[config.mk]
export PLATFORM = sky130hd
export DESIGN_NAME = ps2_arrow_decoder
export DESIGN_NICKNAME = d
export VERILOG_FILES = /design/src/rtl/ps2_arrow_decoder.sv
export SDC_FILE = /design/constraint.sdc
export NUM_CORES = 1
export LEC_CHECK = 0
export BUFFER_PORTS_ARGS = -buffer_cell sky130_fd_sc_hd__buf_2
export CORE_UTILIZATION = 55
export CTS_CLUSTER_DIAMETER = 80
export DETAILED_ROUTE_END_ITERATION = 10
export GPL_ROUTABILITY_DRIVEN = 0
export PLACE_DENSITY = 0.72
export SYNTH_ARGS = -nofsm -noshare
export SYNTH_HDL_FRONTEND = slang
export SYNTH_SLANG_ARGS = --single-unit
[constraint.sdc]
create_clock -name clk -period 3.29 [get_ports clk]
set_input_delay 0.1645 -clock clk [delete_from_list [all_inputs] [get_ports clk]]
set_output_delay 0.1645 -clock clk [all_outputs]
set_load 0.05 [all_outputs]
[src/rtl/ps2_arrow_decoder.sv]
// PS/2 keyboard receiver with make/break/extended decoding into held arrow-key flags.
// Optional build macro PS2_WASD_EN adds non-extended W/A/S/D keys as a second direction source.
module ps2_arrow_decoder #(
  parameter int FILTER_LEN  = 8,
  parameter int TIMEOUT_CYC = 20000
) (
  input  logic       clk,
  input  logic       reset,
  input  logic       PS2Clk,
  input  logic       PS2Data,
  output logic       up,
  output logic       down,
  output logic       left,
  output logic       right,
  output logic [7:0] scan_code,
  output logic       scan_valid,
  output logic       frame_err
);

  localparam int FCW = $clog2(FILTER_LEN + 1);
  localparam int TCW = $clog2(TIMEOUT_CYC + 1);

  typedef enum logic [1:0] {ST_IDLE, ST_EXT, ST_BRK, ST_EXT_BRK} state_t;

  // Direction masks are ordered {up, down, left, right}.
  function automatic logic [3:0] arrow_mask(input logic [7:0] code);
    case (code)
      8'h75:   arrow_mask = 4'b1000;
      8'h72:   arrow_mask = 4'b0100;
      8'h6B:   arrow_mask = 4'b0010;
      8'h74:   arrow_mask = 4'b0001;
      default: arrow_mask = 4'b0000;
    endcase
  endfunction

`ifdef PS2_WASD_EN
  function automatic logic [3:0] wasd_mask(input logic [7:0] code);
    case (code)
      8'h1D:   wasd_mask = 4'b1000;
      8'h1B:   wasd_mask = 4'b0100;
      8'h1C:   wasd_mask = 4'b0010;
      8'h23:   wasd_mask = 4'b0001;
      default: wasd_mask = 4'b0000;
    endcase
  endfunction
`endif

  // Stage p0: two-flop synchronisers, idle-high.
  logic clk_s1_p0, clk_s2_p0, dat_s1_p0, dat_s2_p0;

  always_ff @(posedge clk or posedge reset) begin
    if (reset) begin
      clk_s1_p0 <= 1'b1;
      clk_s2_p0 <= 1'b1;
      dat_s1_p0 <= 1'b1;
      dat_s2_p0 <= 1'b1;
    end else begin
      clk_s1_p0 <= PS2Clk;
      clk_s2_p0 <= clk_s1_p0;
      dat_s1_p0 <= PS2Data;
      dat_s2_p0 <= dat_s1_p0;
    end
  end

  // Stage p1: PS2Clk glitch filter; data is captured as the filtered clock falls.
  logic           clk_f_p1;
  logic [FCW-1:0] fcnt_p1;
  logic           vld_p1;
  logic           bit_p1;

  always_ff @(posedge clk or posedge reset) begin
    if (reset) begin
      clk_f_p1 <= 1'b1;
      fcnt_p1  <= '0;
      vld_p1   <= 1'b0;
      bit_p1   <= 1'b0;
    end else begin
      vld_p1 <= 1'b0;
      if (clk_s2_p0 != clk_f_p1) begin
        if (fcnt_p1 == FCW'(FILTER_LEN - 1)) begin
          clk_f_p1 <= clk_s2_p0;
          fcnt_p1  <= '0;
          vld_p1   <= clk_f_p1;
          bit_p1   <= dat_s2_p0;
        end else begin
          fcnt_p1 <= fcnt_p1 + 1'b1;
        end
      end else begin
        fcnt_p1 <= '0;
      end
    end
  end

  // Stage p2: frame shift register, bit count and mid-frame timeout.
  logic [10:0]    shreg_p2;
  logic [3:0]     bitcnt_p2;
  logic [TCW-1:0] tocnt_p2;
  logic           vld_p2;

  always_ff @(posedge clk or posedge reset) begin
    if (reset) begin
      shreg_p2  <= '0;
      bitcnt_p2 <= '0;
      tocnt_p2  <= '0;
      vld_p2    <= 1'b0;
    end else begin
      vld_p2 <= 1'b0;
      if (vld_p1) begin
        shreg_p2 <= {bit_p1, shreg_p2[10:1]};
        tocnt_p2 <= '0;
        if (bitcnt_p2 == 4'd10) begin
          bitcnt_p2 <= '0;
          vld_p2    <= 1'b1;
        end else begin
          bitcnt_p2 <= bitcnt_p2 + 1'b1;
        end
      end else if (bitcnt_p2 != 4'd0) begin
        if (tocnt_p2 == TCW'(TIMEOUT_CYC - 1))
          bitcnt_p2 <= '0;
        else
          tocnt_p2 <= tocnt_p2 + 1'b1;
      end else begin
        tocnt_p2 <= '0;
      end
    end
  end

  // Frame layout after 11 shifts: [0]=start, [8:1]=data, [9]=parity, [10]=stop.
  logic       frame_ok;
  logic [7:0] code;
  assign code     = shreg_p2[8:1];
  assign frame_ok = vld_p2 && !shreg_p2[0] && shreg_p2[10] && (^shreg_p2[9:1]);

  state_t     state, state_nx;
  logic [3:0] arr_q, arr_nx;
`ifdef PS2_WASD_EN
  logic [3:0] wasd_q, wasd_nx;
`endif

  always_comb begin
    state_nx = state;
    arr_nx   = arr_q;
`ifdef PS2_WASD_EN
    wasd_nx  = wasd_q;
`endif
    if (frame_ok) begin
      case (state)
        ST_IDLE: begin
          if (code == 8'hE0)      state_nx = ST_EXT;
          else if (code == 8'hF0) state_nx = ST_BRK;
          else                    state_nx = ST_IDLE;
`ifdef PS2_WASD_EN
          wasd_nx = wasd_q | wasd_mask(code);
`endif
        end
        ST_EXT: begin
          if (code == 8'hF0) begin
            state_nx = ST_EXT_BRK;
          end else begin
            arr_nx   = arr_q | arrow_mask(code);
            state_nx = ST_IDLE;
          end
        end
        ST_BRK: begin
`ifdef PS2_WASD_EN
          wasd_nx = wasd_q & ~wasd_mask(code);
`endif
          state_nx = ST_IDLE;
        end
        default: begin
          arr_nx   = arr_q & ~arrow_mask(code);
          state_nx = ST_IDLE;
        end
      endcase
    end
  end

  // Stage p3: registered outputs; flags move on the same edge as scan_valid.
  always_ff @(posedge clk or posedge reset) begin
    if (reset) begin
      state      <= ST_IDLE;
      arr_q      <= '0;
      scan_code  <= '0;
      scan_valid <= 1'b0;
      frame_err  <= 1'b0;
`ifdef PS2_WASD_EN
      wasd_q     <= '0;
`endif
    end else begin
      state      <= state_nx;
      arr_q      <= arr_nx;
      scan_valid <= frame_ok;
      frame_err  <= vld_p2 && !frame_ok;
      if (frame_ok) scan_code <= code;
`ifdef PS2_WASD_EN
      wasd_q     <= wasd_nx;
`endif
    end
  end

`ifdef PS2_WASD_EN
  assign {up, down, left, right} = arr_q | wasd_q;
`else
  assign {up, down, left, right} = arr_q;
`endif

endmodule

==> impl_results.md <==
- Run status: completed
- Switching power: 0.000336 W
- Critical R2R Launch: shreg_p2[1]
- Layout cell share with drive strength beyond 1: 0.241
- #FFs+latches synth: 58
- Die area: 0.00534 sq mm
- Clock latency on the worst-skew pair: 330 ps
- Largest net degree at the start of global routing: 43
- Library cells used by synthesis: 47
- CP Class: reg2reg
- Clk_skew: 7.71 ps
- Final net count: 285
- Slew margin rel.: 0.428
- Final hold violations: 0
- Detailed placement HPWL: 3100 um
- Sink Count: 58
- Core footprint: 0.00479 sq mm
- Syn Std Cell Area: 0.00278 sq mm
- Worst path cell trace: inv_1, ha_1, xnor3_2, xnor2_2, nor2_2, buf_4, mux2_4
- MaxCap Viol Count: 0
- Clock network power share: 0.406
- Synthesis-to-layout area growth: 12.4%
- DRT Wirelength: 4610 um
- Crit-path leading delay family: XOR/XNOR gates
- R2r setup slk: 920 ps
- Global-route wire length before repair: 7770 um
- Placed insts: 319
- DR pass1 iterations: 4
- Die Span Y: 73.1 um
- Flop pwr share: 0.545
- TritonCTS clock tree: done
- Share of the yosys chip area belonging to registers: 0.524
- Critical path endpoint category: register
- # Post-CTS Setup Buffers: 0
- Yosys warns: 0
- Die width: 73.1 um
- Leak: 1.43 nW
- DR vias: 1768
- Pwr/cell area: 449 mW/mm^2
- Number of global-route vias before repair: 1731
- Worst path max stage delay: 420 ps
- Worst vdd ir: 0.000361 V
- Via density: 5.25
- PortBufs: 17
- Layout filler cell count: 381
- Req. time, crit path: 3510 ps
- Starting Density: 0.581
- Post-Route Setup TNS: 0 ps
- Crit path max fanout: 7
- Worst R2R Path Depth: 7
- Clock root cell: clkbuf_8
- Switching Fraction: 0.240
- Deepest clock path buffer count: 2
- Total gr overflow: 0
- Startpoint types: register
- Io pins: 18
- Comb pwr share: 0.050
- Post-layout min period: 2370 ps
- Pins Over Slew Limit: 0
- WP buf/inv: 2
- Worst Hold Class: in2async
- CTS buffer count: 9
- Slowest stage cell, crit path: dfrtp_1
- Unrepaired setup endpoints after global routing: false
- # DRC: 0
- Worst hold margin: 12.0 ps
- Worst Max-Slew Pin Slew: 857 ps
- WP data arrival: 2590 ps
- Post-CTS Hold Buffers: 2
- Worst-path clk slew: 70 ps
- Routed Antenna Nets: 0
- Post-Synthesis Cells: 239
- Row count: 25
- Post-CTS Resized: 0
- Initial antenna violation count: 0
- Syn Nets: 259
- Pint: 0.00107 W
- Mean post-synth cell area: 11.6 sq um
- Fmax: 422 MHz
- WL/cell: 13.7 um
- Crit path launch: shreg_p2[1]
- H-tree levels: 3
- Ant diodes: 0
- Fin crit share: 0.721
- Worst path depth: 7
- R2r endpoint: scan_code[1]
- Non-Filler Instances: 337
- DRT iter0 DRCs: 142
- Setup violators final: 0
- GRT Overall Usage: 0.199
[cells in the final DEF, fill, tap and decap left out, types with 3 or more instances in the layout]
cell      Yosys  layout
o21ai_0       8       8
ha_1         16      16
inv_1        14      13
nand3_1       9       9
mux2_2        9       9
nor3b_1       5       5
clkinv_2      0       3
nand3b_1      3       3
nor4_1        3       3
mux2_4        8       8
dfrtp_1      53      53
xor2_1        4       4
nor3_1        8       8
a21oi_1       6       6
buf_4         1       3
nand4_1       4       4
dfstp_2       5       5
clkbuf_8      0      10
nand2_1      14      14
mux2i_1       3       3
buf_2         0      17
nor2_1       19      19
xnor2_1      10      10
[cells in the mapped netlist (all sizes together)]
cell type | instances | area, sq um
dfrtp | 53 | 1330
nor2 | 20 | 77.6
mux2 | 19 | 244
ha | 16 | 200
inv | 14 | 52.6
nand2 | 14 | 52.6
xnor2 | 11 | 104
nor3 | 10 | 60.1
nand3 | 9 | 45.0
o21ai | 9 | 45.0
a21oi | 6 | 30.0
clkbuf | 5 | 18.8
dfstp | 5 | 131
nor3b | 5 | 37.5
nand4 | 4 | 25.0
nor4 | 4 | 31.3
xor2 | 4 | 35.0
mux2i | 3 | 30.0
nand3b | 3 | 22.5
buf | 2 | 18.8
nor2b | 2 | 12.5
o2111ai | 2 | 17.5
o31ai | 2 | 15.0
or3 | 2 | 12.5
a21o | 1 | 7.51
a2bb2oi | 1 | 8.76
a31oi | 1 | 6.26
and2b | 1 | 7.51
and3 | 1 | 6.26
and4 | 1 | 8.76
and4b | 1 | 10.0
nand2b | 1 | 6.26
nor4b | 1 | 8.76
o2111a | 1 | 11.3
o22ai | 1 | 6.26
or2 | 1 | 6.26
or4 | 1 | 7.51
or4b | 1 | 10.0
xnor3 | 1 | 23.8
[per-stage QoR]
step	utilization	power, W	cell area, sq um	setup WS, ps
finish	0.653	0.00140	3130	918
detailed placement	0.613	0.000846	2930	932
floorplan	-	0.000827	2780	1240
global route	0.653	0.00147	3130	812
CTS	0.653	0.00142	3130	925
global placement	0.613	0.000843	2930	999
[area by class of cell]
class / instances / area, sq um / area share
repair buffers: 22 / 128 / 0.0408
clock inverters: 5 / 30.0 / 0.00961
inverters: 14 / 52.6 / 0.0168
clock buffers: 11 / 141 / 0.0452
flip-flops and latches: 58 / 1460 / 0.466
multi-input cells: 160 / 1230 / 0.394
well taps: 67 / 83.8 / 0.0268
[metal layers]
| layer | GRT usage | vias up | routed length, um |
|---|---|---|---|
| li1 | - | 876 | - |
| met3 | 0.0497 | 7 | 173 |
| met2 | 0.309 | 38 | 2040 |
| met4 | 0.105 | 0 | 85 |
| met1 | 0.257 | 847 | 2310 |
| met5 | 0 | - | 0 |
[power groups by stage]
stage,Combinational (W),Sequential [W],Clock (W)
floorplan,0.0000557,0.000771,0
global placement,0.0000681,0.000774,0
detailed placement,0.0000701,0.000775,0
CTS,0.0000734,0.000763,0.000585
global route,0.0000828,0.000768,0.000621
finish,0.0000698,0.000764,0.000569
[worst max path at each step]
stage | end | slack [ps]
final | scan_code[1] | 920
after global routing | scan_code[3] | 810
after CTS | scan_code[1] | 930
after detailed placement | scan_code[4] | 930
after global placement | scan_code[1] | 1000
after floorplan | scan_code[0] | 1240
[registers in the layout (all words and copies together), names as in the netlist, 2 cells and up, named ones only]
name and flops:
bitcnt_p2 4, scan_code 8, state 2, fcnt_p1 4
shreg_p2 11, tocnt_p2 15
[cells by family (layout without fill, tap and decap cells)]
family,after synthesis,in the layout,synth area share
muxes,22,22,0.0986
adders and majority gates,16,16,0.0720
buffers and inverters,21,52,0.0324
AOI/OAI and AO/OA,24,24,0.0531
DFF,58,58,0.524
and+or+nand+nor,82,82,0.161
xor gates and xnor gates,16,16,0.0585
Note: power is estimated with default switching activity, not from simulation.
